`config.mk`:
```
export PLATFORM = sky130hd
export DESIGN_NAME = hazard_controller
export DESIGN_NICKNAME = d
export VERILOG_FILES = /design/src/rtl/hazard_pkg.sv /design/src/rtl/forwarding_unit.sv /design/src/rtl/hazard_controller.sv
export SDC_FILE = /design/constraint.sdc
export NUM_CORES = 1
export LEC_CHECK = 0
export ABC_CLOCK_PERIOD_IN_PS = 7500
export CORE_MARGIN = 2
export CORE_UTILIZATION = 44
export CTS_CLUSTER_DIAMETER = 30
export DETAILED_ROUTE_END_ITERATION = 8
export PLACE_DENSITY = 0.89
export SLEW_MARGIN = 10
export SYNTH_ARGS = -nofsm -noshare
export SYNTH_HDL_FRONTEND = slang
export SYNTH_SLANG_ARGS = --single-unit
```
`constraint.sdc`:
```
create_clock -name clk -period 7.5 [get_ports clk]
set_input_delay 2.25 -clock clk [delete_from_list [all_inputs] [get_ports clk]]
set_output_delay 2.25 -clock clk [all_outputs]
set_load 0.005 [all_outputs]
```
`src/rtl/hazard_pkg.sv`:
```
// Shared encodings for the five-stage pipeline hazard controller:
// FSM states, forwarding select codes and the ID/EX NOP control word.
package hazard_pkg;

    typedef enum logic [1:0] {
        RUN      = 2'd0,
        LD_STALL = 2'd1,
        MEM_WAIT = 2'd2
    } hz_state_t;

    localparam logic [1:0] FWD_RF  = 2'b00;
    localparam logic [1:0] FWD_MEM = 2'b01;
    localparam logic [1:0] FWD_WB  = 2'b10;

    localparam int          CTRL_W   = 18;
    localparam logic [17:0] NOP_CTRL = 18'b0;

endpackage

```
`src/rtl/forwarding_unit.sv`:
```
// Per-operand forwarding select: MEM result beats WB result, r0 never forwards.
module forwarding_unit
    import hazard_pkg::*;
(
    input  logic [4:0] src_reg,
    input  logic [4:0] mem_rd,
    input  logic       mem_rf_enable,
    input  logic [4:0] wb_rd,
    input  logic       wb_rf_enable,
    output logic [1:0] fwd_sel
);

    logic mem_hit;
    logic wb_hit;

    always_comb begin
        mem_hit = mem_rf_enable && (mem_rd != 5'd0) && (mem_rd == src_reg);
        wb_hit  = wb_rf_enable  && (wb_rd  != 5'd0) && (wb_rd  == src_reg);
        fwd_sel = FWD_RF;
        if (mem_hit)
            fwd_sel = FWD_MEM;
        else if (wb_hit)
            fwd_sel = FWD_WB;
    end

endmodule

```
`src/rtl/hazard_controller.sv`:
```
// Hazard controller for the five-stage MIPS pipeline: stall/bubble/flush
// sequencing, ID-stage forwarding selects and a saturating stall counter.
module hazard_controller
    import hazard_pkg::*;
#(
    parameter int CNT_W = 16
) (
    input  logic             clk,
    input  logic             reset,
    input  logic [4:0]       id_rs,
    input  logic [4:0]       id_rt,
    input  logic             id_uses_rs,
    input  logic             id_uses_rt,
    input  logic [4:0]       ex_rd,
    input  logic             ex_rf_enable,
    input  logic             ex_load_instr,
    input  logic [4:0]       mem_rd,
    input  logic             mem_rf_enable,
    input  logic [4:0]       wb_rd,
    input  logic             wb_rf_enable,
    input  logic             ex_branch_taken,
    input  logic             dmem_ready,
    output logic             pc_enable,
    output logic             if_id_enable,
    output logic             if_id_flush,
    output logic             id_ex_bubble,
    output logic             ex_mem_enable,
    output logic             mem_wb_enable,
    output logic [1:0]       fwd_a_sel,
    output logic [1:0]       fwd_b_sel,
    output logic [CNT_W-1:0] stall_cycles
);

    hz_state_t        state_q, state_d;
    logic [CNT_W-1:0] stall_cycles_q, stall_cycles_d;

    logic load_use;
    logic mem_busy;

    always_comb begin
        load_use = ex_load_instr && ex_rf_enable && (ex_rd != 5'd0) &&
                   ((id_uses_rs && (id_rs == ex_rd)) ||
                    (id_uses_rt && (id_rt == ex_rd)));
        mem_busy = ~dmem_ready;
    end

    // Outputs depend only on the live hazard terms: once a freeze ends the
    // pipeline re-evaluates exactly as in RUN, so state only steers next-state.
    always_comb begin
        state_d       = RUN;
        pc_enable     = 1'b1;
        if_id_enable  = 1'b1;
        if_id_flush   = 1'b0;
        id_ex_bubble  = 1'b0;
        ex_mem_enable = 1'b1;
        mem_wb_enable = 1'b1;

        if (mem_busy) begin
            pc_enable     = 1'b0;
            if_id_enable  = 1'b0;
            ex_mem_enable = 1'b0;
            mem_wb_enable = 1'b0;
            state_d       = MEM_WAIT;
        end else if (ex_branch_taken) begin
            if_id_flush = 1'b1;
            // The delay slot still consumes the load result, so hold it in ID.
            if (load_use) begin
                if_id_enable = 1'b0;
                id_ex_bubble = 1'b1;
            end
            state_d = RUN;
        end else if (load_use) begin
            pc_enable    = 1'b0;
            if_id_enable = 1'b0;
            id_ex_bubble = 1'b1;
            state_d      = (state_q == LD_STALL) ? RUN : LD_STALL;
        end
    end

    always_comb begin
        stall_cycles_d = stall_cycles_q;
        if (!pc_enable && (stall_cycles_q != {CNT_W{1'b1}}))
            stall_cycles_d = stall_cycles_q + 1'b1;
    end

    always_ff @(posedge clk or posedge reset) begin
        if (reset) begin
            state_q        <= RUN;
            stall_cycles_q <= '0;
        end else begin
            state_q        <= state_d;
            stall_cycles_q <= stall_cycles_d;
        end
    end

    assign stall_cycles = stall_cycles_q;

    forwarding_unit u_fwd_a (
        .src_reg       (id_rs),
        .mem_rd        (mem_rd),
        .mem_rf_enable (mem_rf_enable),
        .wb_rd         (wb_rd),
        .wb_rf_enable  (wb_rf_enable),
        .fwd_sel       (fwd_a_sel)
    );

    forwarding_unit u_fwd_b (
        .src_reg       (id_rt),
        .mem_rd        (mem_rd),
        .mem_rf_enable (mem_rf_enable),
        .wb_rd         (wb_rd),
        .wb_rf_enable  (wb_rf_enable),
        .fwd_sel       (fwd_b_sel)
    );

endmodule

```
# After elaboration in Yosys (flattened, before gate mapping)
# Index checks and enable logic that the tools add are counted.
# totals
memories,0
latch_bits,0
input_bits,35
out_inout_bits,26
romBits,0
ramBits,0
register_bits,16
word_cells,39
# classes
n_mux,13
div_mod_pow,0
n_lt_le_gt_ge,0
n_reduce_logical,17
mul,0
n_addsub,1
shifts,0
eq_ne,7
n_bitwise,0
# op_table
cell,count
equality test 5 bit,6
"adder 16 x 1 -> 16 bit, second input constant",1
"!= test 16 bit, second input constant",1
nonzero test 5 bit,3
logical AND 1 bit,12
two-way mux 1 bit,9
two-way mux 2 bit,4
logical NOT 1 bit,1
logical OR 1 bit,1

# Longest topological paths before layout
# Gate-level depths: netlist of the first run.
# logic_depth
word_depth,9
ltp_mapped,8
ltp_nobuf,7

# Cells and area by module
# A second synthesis of the first run with hierarchy kept.
# hier_totals
hier_cells,140
hier_area_um2,1293.7
# modules_own_cells
module,n_inst,cells_each,area_each_um2,seq_area_each_um2
hazard_controller,1,98,975.9,400.4
forwarding_unit,2,21,158.9,0.0

# Least setup slack after synthesis of the first run
# OpenSTA, ideal clock, no wires.
# synth_timing
path_kind,input -> output
from,input port ex_rd[1]
to,output port pc_enable
t_arrival_ns,3.411
setup_slack_ns,1.839
path_buffers,1
path_stages,5
required_time_ns,5.250
cell_sequence,or4_1 o211ai_2 nor2_2 a21boi_4 buf_6
# synth_between
elab_chain_cells,7
elab_cells_between_ends,11
classes_between,2 x eq/ne; 3 x mux; 6 x reduce/logical
# synth_lines
item,line_no,rtl
start: declaration,hazard_controller.sv:14,"input logic [4:0] ex_rd,"
"equality test 5 bit, on equally long branches","hazard_controller.sv:42, hazard_controller.sv:43",
"logical AND 1 bit, on equally long branches","hazard_controller.sv:42, hazard_controller.sv:43",
logical OR 1 bit,hazard_controller.sv:42,((id_uses_rs && (id_rs == ex_rd)) ||
logical AND 1 bit (*),hazard_controller.sv:41,load_use = ex_load_instr && ex_rf_enable && (ex_rd != 5'd0) &&
two-way mux 1 bit (*),hazard_controller.sv:72,end else if (load_use) begin
two-way mux 1 bit (*),hazard_controller.sv:64,end else if (ex_branch_taken) begin
two-way mux 1 bit (*),hazard_controller.sv:58,if (mem_busy) begin
end: declaration,hazard_controller.sv:23,"output logic pc_enable,"
# Every way passes the cells marked *; elsewhere a longest branch is shown, timed or not.

# Worst setup path after layout of the first run
# layout_timing
from,input port mem_rd[0]
to,output port fwd_a_sel[1]
# layout_between
elab_chain_cells,4
elab_cells_between_ends,5
classes_between,1 x eq/ne; 1 x mux; 3 x reduce/logical
# layout_lines
item,line_no,rtl
start: declaration,hazard_controller.sv:17,"input logic [4:0] mem_rd,"
nonzero test 5 bit,forwarding_unit.sv:17,mem_hit = mem_rf_enable && (mem_rd != 5'd0) && (mem_rd == src_reg);
logical AND 1 bit,forwarding_unit.sv:17,
logical AND 1 bit (*),forwarding_unit.sv:17,
two-way mux 2 bit (*),forwarding_unit.sv:20,if (mem_hit)
end: declaration,hazard_controller.sv:29,"output logic [1:0] fwd_a_sel,"
# Marks and branches as above.

==> results of run 1 <==
-- layout by cell type, fill, tap and decap left out, types with 2 or more instances in the layout --
cell,n
sky130_fd_sc_hd__nor3b_1,3
sky130_fd_sc_hd__or4_1,5
sky130_fd_sc_hd__nor4b_1,2
sky130_fd_sc_hd__xnor2_1,16
sky130_fd_sc_hd__and2_1,2
sky130_fd_sc_hd__clkdlybuf4s50_1,60
sky130_fd_sc_hd__inv_1,2
sky130_fd_sc_hd__clkbuf_4,3
sky130_fd_sc_hd__xor2_1,27
sky130_fd_sc_hd__dfrtp_1,16
sky130_fd_sc_hd__nand2_1,8
sky130_fd_sc_hd__nor4_1,7
sky130_fd_sc_hd__nor2_2,2
sky130_fd_sc_hd__nand4_1,4
sky130_fd_sc_hd__mux2_1,2
sky130_fd_sc_hd__o21ai_0,2
sky130_fd_sc_hd__and3_1,2
sky130_fd_sc_hd__nor3_1,3
sky130_fd_sc_hd__nand3_1,8
sky130_fd_sc_hd__nor2_1,3
-- worst min path at each step --
| stage | from | endpoint | cells past startpoint |
|---|---|---|---|
| 6_report | stall_cycles[6] | stall_cycles[6] | 1 |
| 5_1_grt | stall_cycles[8] | stall_cycles[8] | 1 |
| 4_1_cts | stall_cycles[6] | stall_cycles[6] | 1 |
| 3_5_place_dp | stall_cycles[6] | stall_cycles[6] | 1 |
| 3_3_place_gp | stall_cycles[8] | stall_cycles[8] | 1 |
| 2_1_floorplan | stall_cycles[8] | stall_cycles[8] | 1 |
-- power by group --
group / leakage, nW / switching (mW) / total (mW) / internal [mW]
logic: 0.538 / 0.0520 / 0.145 / 0.0928
clock network: 0.0210 / 0.0275 / 0.0570 / 0.0296
registers: 0.198 / 0.0376 / 0.147 / 0.109
total: 0.757 / 0.117 / 0.349 / 0.232
-- area by class of cell --
| cell class | count | area, um^2 |
|---|---|---|
| tap | 31 | 38.79 |
| timing repair buffer | 61 | 608.1 |
| fill | 222 | 842.1 |
| clock buffer | 4 | 36.28 |
| multi-input combinational | 107 | 824.5 |
| inverter | 2 | 7.507 |
| sequential | 16 | 400.4 |
-- kinds of logic (layout without fill, tap and decap cells) --
kind of cell,Yosys count,count (layout)
compound gates,5,5
flops,16,16
fa+ha+maj,1,1
mux,3,3
xor+xnor,43,43
buf+inv,8,67
simple gates,55,55
-- routing by layer --
metal  up-vias  part of all wire (%)  global-route usage, %  routed length, um
li1        583                     -                      -                  -
met1       577                    42                  26.38               1453
met2        54                    50                  40.10               1715
met3         6                   6.7                  3.795                232
met4         0                   1.4                  8.306                 47
met5         -                     0                      0                  0
==> results.rst, run 1 <==
.. list-table::
   :header-rows: 1

   * - Metric
     - Value
   * - Synthesized net count
     - 167
   * - Transition at the pin with the smallest max-transition slack
     - 611.1 ps
   * - Mean cell area of the mapped netlist
     - 9.752 um^2
   * - Portion of synthesized cell area occupied by the leading cell type
     - 31.34%
   * - Number of detailed-route iterations in the first pass
     - 5
   * - Share of layout cells above drive strength 1
     - 7.368%
   * - Post-synthesis compound-gate area fraction
     - 3.722%
   * - Register area share after synthesis
     - 31.34%
   * - Number of global-route vias before repair
     - 1332
   * - Total length of routed wires
     - 3449 um
   * - Setup slack of the critical path after layout
     - 792.8 ps
   * - RSZ-0062 raised after global routing
     - false
   * - Worst clock skew on the final layout
     - 5.279 ps
   * - Leakage power total
     - 0.7574 nW
   * - Netlist area before placement
     - 1277 um^2
   * - Routed vias
     - 1220
   * - Initial drt markers
     - 72
   * - Cell with the most instances after synthesis
     - sky130_fd_sc_hd__xor2_1
   * - DRC violation count after routing
     - 0
   * - Average via count per standard cell
     - 5.520
   * - Post-synthesis async set-or-reset flop share
     - 100.0%
   * - CTS Sinks
     - 16
   * - Max incr delay on CP
     - 570 ps
   * - Latest clock arrival within the worst-skew pair
     - 290 ps
   * - Routability congestion estimate
     - 0.8490
   * - Cell count after synthesis
     - 131
   * - Number of buffers created by CTS
     - 3
   * - Xor and xnor fraction of the mapped netlist area
     - 29.48%
   * - Total negative slack for setup checks
     - 0 ps
   * - Resized Gates After CTS
     - 0
   * - Kind of end point of the critical path
     - output port
   * - Cell variety after synth
     - 32
   * - Post-place instance area
     - 1879 um^2
   * - Timing startpoint of the critical path
     - mem_rd[0]
   * - Critical path startpoint category
     - primary input
   * - Number of antenna diodes
     - 0
   * - Family with the most delay on the worst path
     - buffers and inverters
   * - Largest family of logic cells by synthesized area
     - XOR/XNOR gates
   * - Crit path kind
     - primary input to output port
   * - Flops & latches, synth
     - 16
   * - Global routing usage summed across all routing layers
     - 22.27%
   * - Total core area
     - 2758 um^2
   * - Number of enable-type register cells in the synthesized netlist
     - 0
   * - Final Max Tran Viols
     - 0
   * - Longest Clk Path Bufs
     - 2
   * - Register clock-pin slew on the reported worst setup and hold paths
     - 90 ps
   * - Final HPWL DP
     - 2796 um
   * - Port Buffer Count
     - 60
   * - Worst R2R End
     - stall_cycles[9]
   * - Largest net degree at the start of global routing
     - 17
   * - Cell type with the largest total area after synthesis
     - sky130_fd_sc_hd__dfrtp_1
   * - Slew margin rel.
     - 59.21%
   * - Count of final setup violators
     - 0
   * - Die outline height
     - 57.88 um
   * - Power density cells
     - 182.0 nW/um^2
   * - Count of warnings emitted by yosys
     - 0
   * - CP Cell Sequence
     - clkdlybuf4s50_1 -> or4_1 -> o21ai_0 -> nor4_1 -> nor4_1 -> clkdlybuf4s50_1
   * - Flip-flop count of the largest register after layout
     - 16
   * - Die area
     - 3350 um^2
   * - Overflow after GRT
     - 0
   * - Clock Root Buffer
     - sky130_fd_sc_hd__clkbuf_4
   * - Top cells by area in the synthesized netlist
     - sky130_fd_sc_hd__dfrtp_1 31%, sky130_fd_sc_hd__xor2_1 19%, sky130_fd_sc_hd__xnor2_1 11%
   * - Setup crit end
     - fwd_a_sel[1]
   * - Clock H-tree levels
     - 1
   * - TritonCTS clock tree
     - done
   * - Post-route cell area
     - 1916 um^2
   * - Post-layout instance count excluding filler cells
     - 221
   * - Register-to-register setup slack
     - 5480 ps
   * - Fmax achieved
     - 149.1 MHz
   * - Result of the run
     - complete, no violations
   * - Width of the die
     - 57.88 um
   * - Adder and majority cell fraction of the synthesized area
     - 0.9794%
   * - Starting density of the core
     - 46.32%
   * - Final Net Count
     - 227
   * - Top cell types by occurrence after synthesis
     - 27 x sky130_fd_sc_hd__xor2_1, 16 x sky130_fd_sc_hd__dfrtp_1, 16 x sky130_fd_sc_hd__xnor2_1
   * - Critical path depth
     - 6
   * - Setup Fix Bufs, Post-CTS
     - 0
   * - Pre-CTS setup slack
     - 793.7 ps
   * - Highest net fanout along the worst path
     - 3
   * - Number of failing hold endpoints at the final stage
     - 0
   * - Post-layout power
     - 0.3487 mW
   * - I/O pins
     - 61
   * - Final worst path period share
     - 89.43%
   * - Multiplexer fraction of the synthesized cell area
     - 2.938%
   * - Clock period minus final worst setup slack
     - 6707 ps
   * - Worst hold margin
     - 499.3 ps
   * - Synth-to-layout area growth
     - 49.95%
   * - Rows
     - 19
   * - Type of the worst min-delay path
     - flip-flop to flip-flop
   * - Number of nets with antenna violations after routing
     - 0
   * - Hold-fix buffers at CTS
     - 0
   * - WP data arrival
     - 4460 ps
   * - Reg-to-reg critical path startpoint
     - stall_cycles[0]
   * - Antenna violations before repair
     - 0
   * - First-pass GRT wire length
     - 5851 um
   * - Buf+Inv Stages, Crit Path
     - 2
   * - Final standard cell utilization of the core
     - 69.46%
   * - Data required time at the worst endpoint
     - 5250 ps
   * - Simple-Gate Fraction of Synth Area
     - 27.42%
   * - Predominant post-synthesis flop cell
     - sky130_fd_sc_hd__dfrtp_1
   * - Mean routed wirelength per cell
     - 15.61 um
   * - Maximum vdd ir drop
     - 0.1719 mV
   * - Placed cell count
     - 217
   * - Logic depth of the worst register-to-register path
     - 7
   * - Slowest cell on the critical path
     - sky130_fd_sc_hd__clkdlybuf4s50_1
   * - Max_cap viols
     - 0
Note: power is estimated with default switching activity, not from simulation.
==> run 2: changes to the inputs <==
Settings changed: CORE_UTILIZATION 44 to 45, DONT_BUFFER_PORTS set to 1, PLACE_DENSITY 0.89 to 0.63.
==> results.rst, run 2 (same netlist as run 1, synthesis figures left out) <==
.. list-table::
   :header-rows: 1

   * - Metric
     - Value
   * - Worst R2R End
     - stall_cycles[7] (was stall_cycles[9])
   * - Die outline height
     - 57.28 um (was 57.88 um)
   * - Number of detailed-route iterations in the first pass
     - 4 (was 5)
   * - Commonest cells after routing, fill and taps aside
     - 27 x sky130_fd_sc_hd__xor2_1, 16 x sky130_fd_sc_hd__xnor2_1, 16 x sky130_fd_sc_hd__dfrtp_1 (was 60 x sky130_fd_sc_hd__clkdlybuf4s50_1, 27 x sky130_fd_sc_hd__xor2_1, 16 x sky130_fd_sc_hd__xnor2_1, 16 x sky130_fd_sc_hd__dfrtp_1)
   * - Power density cells
     - 204.4 nW/um^2 (was 182.0 nW/um^2)
   * - Logic depth of the worst register-to-register path
     - 7 (unchanged)
   * - Number of failing hold endpoints at the final stage
     - 0 (unchanged)
   * - Number of buffers created by CTS
     - 3 (unchanged)
   * - Slew margin rel.
     - 58.76% (was 59.21%)
   * - Register clock-pin slew on the reported worst setup and hold paths
     - 90 ps (about the same)
   * - Clock H-tree levels
     - 1 (unchanged)
   * - Result of the run
     - complete, no violations (unchanged)
   * - Portion of total power attributed to sequential cells
     - 57.4% (was 42.1%)
   * - Worst hold margin
     - 515.4 ps (was 499.3 ps)
   * - Setup Fix Bufs, Post-CTS
     - 0 (unchanged)
   * - Post-layout instance count excluding filler cells
     - 159 (was 221)
   * - Kind of end point of the critical path
     - output port (unchanged)
   * - Critical path startpoint category
     - primary input (unchanged)
   * - Die area
     - 3281 um^2 (was 3350 um^2)
   * - Max_cap viols
     - 0 (unchanged)
   * - Rows
     - 19 (unchanged)
   * - Highest net fanout along the worst path
     - 3 (unchanged)
   * - Number of antenna diodes
     - 0 (unchanged)
   * - Worst clock skew on the final layout
     - 6.619 ps (was 5.279 ps)
   * - Global routing usage summed across all routing layers
     - 17.16% (was 22.27%)
   * - Number of nets with antenna violations after routing
     - 0 (unchanged)
   * - Type of the worst min-delay path
     - flip-flop to flip-flop (unchanged)
   * - CTS Sinks
     - 16 (unchanged)
   * - Reg-to-reg critical path startpoint
     - stall_cycles[0] (unchanged)
   * - Total negative slack for setup checks
     - 0 ps (unchanged)
   * - First-pass GRT wire length
     - 4478 um (was 5851 um)
   * - Antenna violations before repair
     - 0 (unchanged)
   * - Largest net degree at the start of global routing
     - 17 (unchanged)
   * - RSZ-0062 raised after global routing
     - false (unchanged)
   * - Leakage power total
     - 0.5161 nW (was 0.7574 nW)
   * - Average via count per standard cell
     - 5.975 (was 5.520)
   * - Total core area
     - 2734 um^2 (was 2758 um^2)
   * - Number of global-route vias before repair
     - 965 (was 1332)
   * - Routability congestion estimate
     - 0.8093 (was 0.8490)
   * - Setup crit end
     - fwd_a_sel[1] (unchanged)
   * - Switching Fraction
     - 37.10% (was 33.56%)
   * - Total length of routed wires
     - 2636 um (was 3449 um)
   * - Final worst path period share
     - 76.84% (was 89.43%)
   * - Placed cell count
     - 156 (was 217)
   * - Width of the die
     - 57.28 um (was 57.88 um)
   * - Timing startpoint of the critical path
     - mem_rd[0] (unchanged)
   * - Hold-fix buffers at CTS
     - 0 (unchanged)
   * - Longest Clk Path Bufs
     - 2 (unchanged)
   * - Clock Root Buffer
     - sky130_fd_sc_hd__clkbuf_4 (unchanged)
   * - Routed vias
     - 950 (was 1220)
   * - Flip-flop count of the largest register after layout
     - 16 (unchanged)
   * - Starting density of the core
     - 46.73% (was 46.32%)
   * - WP data arrival
     - 3510 ps (was 4460 ps)
   * - DRC violation count after routing
     - 0 (unchanged)
   * - Mean routed wirelength per cell
     - 16.58 um (was 15.61 um)
   * - Overflow after GRT
     - 0 (unchanged)
   * - Final HPWL DP
     - 2144 um (was 2796 um)
   * - Count of final setup violators
     - 0 (unchanged)
   * - Clock period minus final worst setup slack
     - 5763 ps (was 6707 ps)
   * - Data required time at the worst endpoint
     - 5250 ps (about the same)
   * - Initial drt markers
     - 40 (was 72)
   * - Resized Gates After CTS
     - 0 (unchanged)
   * - Port Buffer Count
     - 0 (was 60)
   * - Register-to-register setup slack
     - 5480 ps (about the same)
   * - Final Max Tran Viols
     - 0 (unchanged)
   * - Total internal power
     - 0.1664 mW (was 0.2317 mW)
   * - Relative contribution of the clock network to total power
     - 16.8% (was 16.4%)
   * - Most common cell after layout, fill and taps aside
     - sky130_fd_sc_hd__xor2_1 (was sky130_fd_sc_hd__clkdlybuf4s50_1)
   * - Fmax achieved
     - 173.5 MHz (was 149.1 MHz)
   * - Net switching power of the design
     - 0.09812 mW (was 0.1170 mW)
   * - I/O pins
     - 61 (unchanged)
   * - Final Net Count
     - 166 (was 227)
   * - Combinational power share
     - 25.8% (was 41.5%)
   * - Transition at the pin with the smallest max-transition slack
     - 618.0 ps (was 611.1 ps)
   * - Crit path kind
     - primary input to output port (unchanged)
   * - Latest clock arrival within the worst-skew pair
     - 280 ps (was 290 ps)
   * - Synth-to-layout area growth
     - 1.273% (was 49.95%)
   * - TritonCTS clock tree
     - done (unchanged)
   * - Maximum vdd ir drop
     - 0.1527 mV (was 0.1719 mV)
   * - Share of layout cells above drive strength 1
     - 9.375% (was 7.368%)
-- run 2: cell count changes in the layout (fill, tap and decap cells not counted) --
cell | previous run | this run
sky130_fd_sc_hd__clkbuf_8 | 1 | 0
sky130_fd_sc_hd__buf_4 | 1 | 0
sky130_fd_sc_hd__clkdlybuf4s50_1 | 60 | 0
-- run 2: worst min-delay path by stage --
| stage | startpoint | end | depth (start not counted) |
|---|---|---|---|
| after floorplan | stall_cycles[8] | stall_cycles[8] | 1 |
| after global placement | stall_cycles[8] | stall_cycles[8] | 1 |
| after detailed placement | stall_cycles[8] | stall_cycles[8] | 1 |
| after CTS | stall_cycles[8] | stall_cycles[8] | 1 |
| after global routing | stall_cycles[6] | stall_cycles[6] | 1 |
| final | stall_cycles[8] | stall_cycles[8] | 1 |
-- run 2: layer usage --
metal / part of all wire (%) / up-vias / global-route usage, %
met5: 0 / - / 0
met4: 0 / 0 / 2.990
met3: 9.3 / 0 / 4.082
met2: 49 / 54 / 29.06
met1: 42 / 443 / 22.70
li1: - / 453 / -
-- run 2: cell type report --
type                            count  area [um^2]
Inverter                            2        7.507
Clock buffer                        3        22.52
Sequential cell                    16        400.4
Tap cell                           31        38.79
Multi-Input combinational cell    107        824.5
Fill cell                         258         1440
-- run 2: critical path: stages --
cell and delay [ps]:
sky130_fd_sc_hd__or4_1 490, sky130_fd_sc_hd__o21ai_0 240, sky130_fd_sc_hd__nor4_1 140, sky130_fd_sc_hd__nor4_1 390
-- run 2: per-stage QoR --
step	utilization, %	setup slack [ps]	power (mW)	area [um^2]
after floorplan	-	1839	0.2036	1277
after global placement	46.50	1798	0.2191	1271
after detailed placement	46.50	1737	0.2233	1271
after CTS	47.32	1737	0.2695	1294
after global routing	47.32	1676	0.2862	1294
final	47.32	1737	0.2645	1294
-- run 2: power groups by stage --
stage	combinational, mW	clock [mW]	sequential [mW]
floorplan	0.0607	0	0.143
global placement	0.0657	0	0.153
detailed placement	0.0691	0	0.154
CTS	0.0694	0.0473	0.153
global route	0.0781	0.0505	0.158
finish	0.0684	0.0444	0.152
==> run 3: changes to the inputs <==
Settings changed: ABC_CLOCK_PERIOD_IN_PS 7500 to 5700.
Clock period 7.5 ns to 5.7 ns, I/O delays scaled along.
==> results of run 3 <==
Same layout as run 2 (identical final DEF). Status: complete, no violations.
Main changes from that run: setup slack after placement 1737 ps -> 1017 ps; setup slack after layout 1737 ps -> 1017 ps; register-to-register setup slack 5480 ps -> 3680 ps; total power 0.2645 mW -> 0.3480 mW; worst IR drop on VDD 0.1527 mV -> 0.2009 mV
